## src/rtl/ddr3_fifo_scheduler.sv

```systemverilog
// Arbitrates the cache write-back and read-request FIFOs onto a single DDR3 controller
// command port and returns read fill data to the read-out FIFO. One transaction in flight.
module ddr3_fifo_scheduler #(
    parameter int unsigned WR_STARVE_MAX = 8,
    parameter int unsigned RD_TIMEOUT    = 1023
) (
    input  logic         clk,
    input  logic         reset_n,
    input  logic         wf_empty,
    input  logic [31:0]  wf_addr,
    input  logic [127:0] wf_data,
    output logic         wf_pop,
    input  logic         rf_empty,
    input  logic [31:0]  rf_addr,
    output logic         rf_pop,
    input  logic         of_full,
    output logic         of_push,
    output logic [127:0] of_data,
    output logic         mc_cmd_valid,
    input  logic         mc_cmd_ready,
    output logic         mc_cmd_write,
    output logic [31:0]  mc_cmd_addr,
    output logic [127:0] mc_wdata,
    input  logic         mc_rdata_valid,
    input  logic [127:0] mc_rdata,
    output logic         busy,
    output logic         rd_timeout
);

    localparam int unsigned SW = $clog2(WR_STARVE_MAX + 1);
    localparam int unsigned TW = $clog2(RD_TIMEOUT + 1);

    typedef enum logic [2:0] {
        IDLE,
        WR_CMD,
        RD_CMD,
        RD_WAIT,
        RD_PUSH
    } state_t;

    state_t          state;
    logic [SW-1:0]   starve_cnt;
    logic [TW-1:0]   timer;
    logic            hazard;
    logic            rd_ok;
    logic            grant_wr;
    logic            grant_rd;
    logic            unused_addr_bits;

    // Line offsets never reach the controller; only [31:4] matters.
    assign unused_addr_bits = ^{wf_addr[3:0], rf_addr[3:0]};

    always_comb begin
        hazard   = 1'b0;
        rd_ok    = 1'b0;
        grant_wr = 1'b0;
        grant_rd = 1'b0;
        hazard   = !wf_empty && !rf_empty && (wf_addr[31:4] == rf_addr[31:4]);
        rd_ok    = !rf_empty && (wf_empty || (starve_cnt < SW'(WR_STARVE_MAX)));
        grant_wr = hazard || (!rd_ok && !wf_empty);
        grant_rd = !hazard && rd_ok;
    end

    always_ff @(posedge clk or negedge reset_n) begin
        if (!reset_n) begin
            state        <= IDLE;
            starve_cnt   <= '0;
            timer        <= '0;
            wf_pop       <= 1'b0;
            rf_pop       <= 1'b0;
            of_push      <= 1'b0;
            of_data      <= '0;
            mc_cmd_valid <= 1'b0;
            mc_cmd_write <= 1'b0;
            mc_cmd_addr  <= '0;
            mc_wdata     <= '0;
            busy         <= 1'b0;
            rd_timeout   <= 1'b0;
        end else begin
            wf_pop  <= 1'b0;
            rf_pop  <= 1'b0;
            of_push <= 1'b0;
            case (state)
                IDLE: begin
                    if (grant_wr) begin
                        state        <= WR_CMD;
                        busy         <= 1'b1;
                        wf_pop       <= 1'b1;
                        mc_cmd_valid <= 1'b1;
                        mc_cmd_write <= 1'b1;
                        mc_cmd_addr  <= {wf_addr[31:4], 4'h0};
                        mc_wdata     <= wf_data;
                        starve_cnt   <= '0;
                    end else if (grant_rd) begin
                        state        <= RD_CMD;
                        busy         <= 1'b1;
                        rf_pop       <= 1'b1;
                        mc_cmd_valid <= 1'b1;
                        mc_cmd_write <= 1'b0;
                        mc_cmd_addr  <= {rf_addr[31:4], 4'h0};
                        if (!wf_empty && (starve_cnt < SW'(WR_STARVE_MAX)))
                            starve_cnt <= starve_cnt + 1'b1;
                    end
                end
                WR_CMD: begin
                    if (mc_cmd_ready) begin
                        state        <= IDLE;
                        busy         <= 1'b0;
                        mc_cmd_valid <= 1'b0;
                    end
                end
                RD_CMD: begin
                    if (mc_cmd_ready) begin
                        state        <= RD_WAIT;
                        mc_cmd_valid <= 1'b0;
                        timer        <= '0;
                    end
                end
                RD_WAIT: begin
                    if (mc_rdata_valid) begin
                        of_data <= mc_rdata;
                        state   <= RD_PUSH;
                    end else if (timer == TW'(RD_TIMEOUT)) begin
                        rd_timeout <= 1'b1;
                        state      <= IDLE;
                        busy       <= 1'b0;
                    end else begin
                        timer <= timer + 1'b1;
                    end
                end
                RD_PUSH: begin
                    if (!of_full) begin
                        of_push <= 1'b1;
                        state   <= IDLE;
                        busy    <= 1'b0;
                    end
                end
                default: begin
                    state <= IDLE;
                    busy  <= 1'b0;
                end
            endcase
        end
    end

endmodule

```

## config.mk

```make
export PLATFORM = sky130hd
export DESIGN_NAME = ddr3_fifo_scheduler
export DESIGN_NICKNAME = d
export VERILOG_FILES = /design/src/rtl/ddr3_fifo_scheduler.sv
export SDC_FILE = /design/constraint.sdc
export NUM_CORES = 1
export LEC_CHECK = 0
export CAP_MARGIN = 10
export CORE_AREA = 2 2 241 243
export CTS_BUF_LIST = sky130_fd_sc_hd__clkbuf_8 sky130_fd_sc_hd__clkbuf_16
export DETAILED_ROUTE_END_ITERATION = 16
export DIE_AREA = 0 0 243 245
export SYNTH_ARGS = -nofsm -noshare
export SYNTH_HDL_FRONTEND = slang
export SYNTH_SLANG_ARGS = --single-unit
```

## constraint.sdc

```tcl
create_clock -name clk -period 4.1 [get_ports clk]
set_input_delay 1.025 -clock clk [delete_from_list [all_inputs] [get_ports clk]]
set_output_delay 1.025 -clock clk [all_outputs]
set_load 0.03 [all_outputs]
```

==> results.toml, run 1 <==
[setup_path]
endpoint_kind = "flip-flop"
rrSetupSlack_ns = 1.38
required_ns = 4.54
worstReg2RegStart = "state[0]"
critPathKind = "in2reg"
max_stage_delay_ns = 0.65
crit_fanout = 30
arrival_ns = 3.52
worst_path_max_delay_cell = "nor4_2"
reg2regPathDepth = 5
critPathLaunchType = "primary input"
worstReg2RegEnd = "mc_cmd_addr[4]"
worstPathCellList = "clkdlybuf4s50_1, xnor2_1, nand4_1, nor4_2, a2111oi_2, buf_4, a221oi_1"

[global_routing]
grt_pass1_vias = 14000
grt_max_degree = 133
grtUsageTotal_pct = 19.1
antenna_found_initial = 5
grt_pass1_wl_mm = 89.1
grt_overflow_total = 0

[logic_synthesis]
synth-seq-cells = 308
yosys-top-cells-count = "dfrtp_1 (308), nand4_1 (140), nand3_1 (136), mux2_2 (129), o211ai_1 (129)"
synth_top_area_cell = "dfrtp_1"
ys_warn_count = 0
ys_types = 44
yosys.area.top_type_share_pct = 52.3
synthMostInstantiatedCell = "dfrtp_1"
ys_seq_area_share_pct = 52.3
syn_inst = 1354
synthArstFlopShare_pct = 100
synth-edff-count = 0
netlist_area_sq_um = 14700
ys.flop_type = "dfrtp_1"
synth_area_per_cell_sq_um = 10.9
synthTopCellsByArea = "dfrtp_1 (52%), mux2_2 (9.9%), o211ai_1 (6.6%)"

[die]
die_y_um = 245
die_x_um = 243
start_util_pct = 25.8
core_sq_um = 57000
ios = 622
dieArea_sq_um = 59500
rows = 88

[route]
vias = 14000
drtAntennaViolNets = 0
vias_per_cell = 5.21
drc_errors = 0
drt_iter0_markers = 886
wl_mm = 59.0
drt-wirelength-per-cell_um = 22.0
drtPass1Iterations = 5

[final_layout]
post-route-util_pct = 40.2
register_area_sq_um = 7710
fin_cells = 2687
nets = 2219
multi_input_area_sq_um = 6290
nFillCells = 5552
drive_gt1_share_pct = 12.4
syn2layout_area_growth_pct = 55.7

[timing]
max_freq_mhz = 324
slew_violations = 0
tns_ns = 0
fin_crit_ns = 3.09
whs_ns = 0.483
min_period_over_period_pct = 75.3
rsz0062_at_grt = "no"
finalHoldViolations = 0
max_slew.worst_pin.slew_ns = 0.912
final-setup-viol-count = 0
maxSlewHeadroom_pct = 39.2
fin_worst_skew_ns = 0.0301

[clock_tree]
clockRootBuffer = "clkbuf_16"
cts_resized = 0
post_cts_buffers = 0
htree_levels = 2
numClockSinks = 308
tritoncts = "yes"
ctsHoldBuffers = 0
clkLatencyLatePin_ns = 0.56
cts_buffers = 38
clk_path_buf_depth = 3
clk_pin_slew_ns = 0.06

[place]
place.detailed.hpwl_mm = 40.8
portBuffers = 609
gp_congestion = 0.875
dp_cells = 2615

[power_and_ir_drop]
leakage_nw = 8.57
vdd_drop_max_mv = 0.485
powerDensity_nw_per_um2 = 794

[worst_hold_path]
min_to = "rd_timeout"
hp-start = "rd_timeout"
hold_depth = 1
worstHoldPathType = "reg2reg"

[outcome]
status = "complete, no violations"

[flow_run]
cap_viol_max_count = 0
[critical path, delay by kind of cell]
family          cells  cell delay (ns)
compound gates      2             0.57
xor+xnor            1             0.30
buf+inv             2             0.72
simple gates        2             0.89
[power breakdown]
group	internal, W	switching (W)
Combinational	0.00414	0.00540
Sequential	0.00436	0.000900
Clock	0.00199	0.00141
[how the worst max path moves through the flow]
stage / cells past startpoint / from / end
after floorplan: 7 / wf_addr[27] / mc_cmd_addr[13]
after global placement: 8 / rf_addr[31] / mc_cmd_addr[31]
after detailed placement: 8 / rf_addr[31] / mc_cmd_addr[4]
after CTS: 7 / rf_addr[31] / mc_cmd_addr[4]
after global routing: 7 / rf_addr[31] / mc_cmd_addr[4]
final: 7 / rf_addr[31] / mc_cmd_addr[4]
[metrics by stage]
stage	worst slack (ns)	total power, W	instance area [sq um]
floorplan	1.33	0.0107	14700
global placement	0.514	0.0147	21600
detailed placement	0.469	0.0149	21600
CTS	1.07	0.0184	22900
global route	0.908	0.0192	22900
finish	1.01	0.0182	22900
[sequential cells by signal, indices dropped and copies added (netlist names), 3 cells and up]
| signal | count |
|---|---|
| mc_cmd_addr | 28 |
| timer | 10 |
| state | 3 |
| starve_cnt | 4 |
| of_data | 128 |
| mc_wdata | 128 |
[cells by family (layout without fill, tap and decap cells)]
logic type / Yosys count / in the layout / synth area share [%]
other: 1 / 8 / 0.0255
AO/OA/AOI/OAI: 311 / 311 / 16.0
XOR/XNOR: 38 / 38 / 2.26
buffers and inverters: 181 / 742 / 5.46
multiplexers: 129 / 129 / 9.86
flip-flops: 308 / 308 / 52.3
adder cells (fa/ha/maj): 2 / 2 / 0.170
AND/OR/NAND/NOR: 384 / 384 / 13.9
[placed cells by master (no fill, tap or decap), drive strengths merged, types with 8 or more instances in the layout]
cell type      instances
xnor2                 28
nand3                136
o211ai               129
nor2                  72
clkdlybuf4s50        608
nand4                140
a221oi                28
buf                   34
xor2                  10
dfrtp                308
inv                   40
o21ai                  8
a22oi                128
mux2                 129
clkbuf                50
nand2                  8
[layout make-up]
class	count	area share (%)
flip-flops and latches	308	33.6
repair buffers	642	28.6
multi-input cells	868	27.4
clock buffers	50	4.87
well taps	765	4.17
clock inverters	18	0.720
inverters	32	0.524
diodes	4	0.0437
[metal layers]
layer  global-route usage (%)  routed length [um]  vias up
met5                        0                   0        -
met4                     6.69                1860        0
met3                     5.67                5000       83
met2                     32.2               29200      667
met1                     23.1               22900     6997
li1                         -                   -     6240
No activity file was read; power rests on OpenSTA's default activity.
==> inputs of run 2 (changes only) <==
- CORE_AREA: 2 2 241 243 -> 2 2 245 247
- DIE_AREA: 0 0 243 245 -> 0 0 247 249
- clock period: 4.1 -> 3 ns (I/O delays scaled with it)
==> run 2 against run 1 <==
Sequential share of layout area is 0.61 points lower. Clock-buffer cell count is 2 higher. Largest cell class unchanged. Critical endpoint is now mc_wdata[62]. Flip-flop and latch count stayed put. Routed wire length is 2.4% higher.
==> results.toml, run 2 (same netlist as run 1, synthesis figures left out) <==
[place]
gp_congestion = 0.820
dpl_worst_slack_ns = -0.135
dpl_cell_area_sq_um = 22100
portBuffers = 609
place.detailed.hpwl_mm = 43.0
dp_cells = 2668

[setup_path]
max_stage_delay_ns = 0.65
worst_path_max_delay_cell = "or4_4"
crit_path_end = "mc_wdata[62]"
arrival_ns = 3.01
worstReg2RegStart = "state[0]"
crit_fanout = 32
reg2regPathDepth = 5
critPathLaunchType = "primary input"
endpoint_kind = "flip-flop"
worstPathCellList = "clkdlybuf4s50_1, xor2_1, or3_1, or4_4, buf_4, o211ai_1, nand3_1"
rrSetupSlack_ns = 0.70
required_ns = 3.41
critPathKind = "in2reg"
worstReg2RegEnd = "mc_wdata[61]"
crit_start = "wf_addr[27]"

[route]
drt-wirelength-per-cell_um = 22.1
drt_iter0_markers = 752
drtPass1Iterations = 5
drc_errors = 0
wl_mm = 60.4
vias_per_cell = 5.17
drtAntennaViolNets = 0
vias = 14100

[die]
rows = 89
core_sq_um = 58700
die_y_um = 249
dieArea_sq_um = 61500
ios = 622
die_x_um = 247
start_util_pct = 25.1

[final_layout]
register_area_sq_um = 7710
syn2layout_area_growth_pct = 58.6
largestRegisters = "mc_wdata (128), of_data (128), mc_cmd_addr (28)"
final_cell_mix = "clkdlybuf4s50_1 (608), dfrtp_1 (308), nand4_1 (140)"
nFillCells = 5618
nets = 2263
drive_gt1_share_pct = 14.2
layout_commonest_cell = "clkdlybuf4s50_1"
fin_cells = 2736
fin_area_sq_um = 23400
post-route-util_pct = 39.8
multi_input_area_sq_um = 6290

[timing]
maxSlewHeadroom_pct = 55.8
fin_crit_ns = 2.60
rsz0062_at_grt = "no"
slew_violations = 0
final-setup-viol-count = 0
max_freq_mhz = 384
final.setup.worst_slack_ns = 0.398
fin_worst_skew_ns = 0.0216
finalHoldViolations = 0
min_period_over_period_pct = 86.7
max_slew.worst_pin.slew_ns = 0.663

[clock_tree]
cts_buffers = 37
post_cts_buffers = 0
cts_resized = 0
ctsHoldBuffers = 0
clk_pin_slew_ns = 0.06
clkLatencyLatePin_ns = 0.55
htree_levels = 2
clk_path_buf_depth = 3
numClockSinks = 308
tritoncts = "yes"
clockRootBuffer = "clkbuf_16"

[global_routing]
busiest_layer = "met2"
gr-usage-met3_pct = 5.72
grt_pass1_vias = 14400
grtUsageTotal_pct = 18.9
antenna_found_initial = 10
gr-usage-met1_pct = 22.0
grt_overflow_total = 0
grt_pass1_wl_mm = 90.3
grt_max_degree = 113
gr-usage-met2_pct = 32.7

[power_and_ir_drop]
leakage_nw = 8.82
vdd_drop_max_mv = 0.778
powerDensity_nw_per_um2 = 1070

[flow_run]
cap_viol_max_count = 0

[outcome]
status = "complete, no violations"

[worst_hold_path]
worstHoldPathType = "in2async"
[run 2: metrics by stage]
step	power, W	setup TNS (ns)	hold WS (ns)
after detailed placement	0.0205	-13.15	0.476
after global routing	0.0263	0	0.198
final	0.0249	0	0.205
after floorplan	0.0146	0	0.454
after global placement	0.0202	-7.31	0.476
after CTS	0.0252	0	0.186
[run 2: power breakdown]
part | leakage, nW | switching, W | internal [W]
registers | 3.35 | 0.00125 | 0.00596
logic | 4.83 | 0.00736 | 0.00577
clock network | 0.633 | 0.00184 | 0.00275
total | 8.82 | 0.0104 | 0.0145
[run 2: layout make-up]
class / count / area share [%]
well taps: 773 / 4.14
flip-flops and latches: 308 / 33.0
repair buffers: 687 / 30.0
diodes: 4 / 0.0429
inverters: 32 / 0.514
clock inverters: 12 / 0.370
clock buffers: 52 / 4.95
multi-input cells: 868 / 27.0
[run 2: worst min-delay path by stage]
stage          cells after the start    startpoint  slack [ns]            to
2_1_floorplan                      0       reset_n        0.45          busy
3_3_place_gp                       1    rd_timeout        0.48    rd_timeout
3_5_place_dp                       2  mc_cmd_valid        0.48  mc_cmd_valid
4_1_cts                            1       reset_n        0.19  mc_wdata[26]
5_1_grt                            1       reset_n        0.20  mc_wdata[26]
6_report                           1       reset_n        0.21  mc_wdata[33]
[run 2: worst max-delay path, delay by kind of cell]
family,cells,cell delay [ns]
xor+xnor,1,0.17
compound gates,1,0.23
simple gates,3,1.09
buf+inv,2,0.73
[run 2: routing by layer]
layer | part of all wire (%) | vias up
met5 | 0.022 | -
met1 | 38 | 7094
met4 | 2.8 | 2
li1 | - | 6326
met3 | 9.3 | 88
met2 | 50 | 627
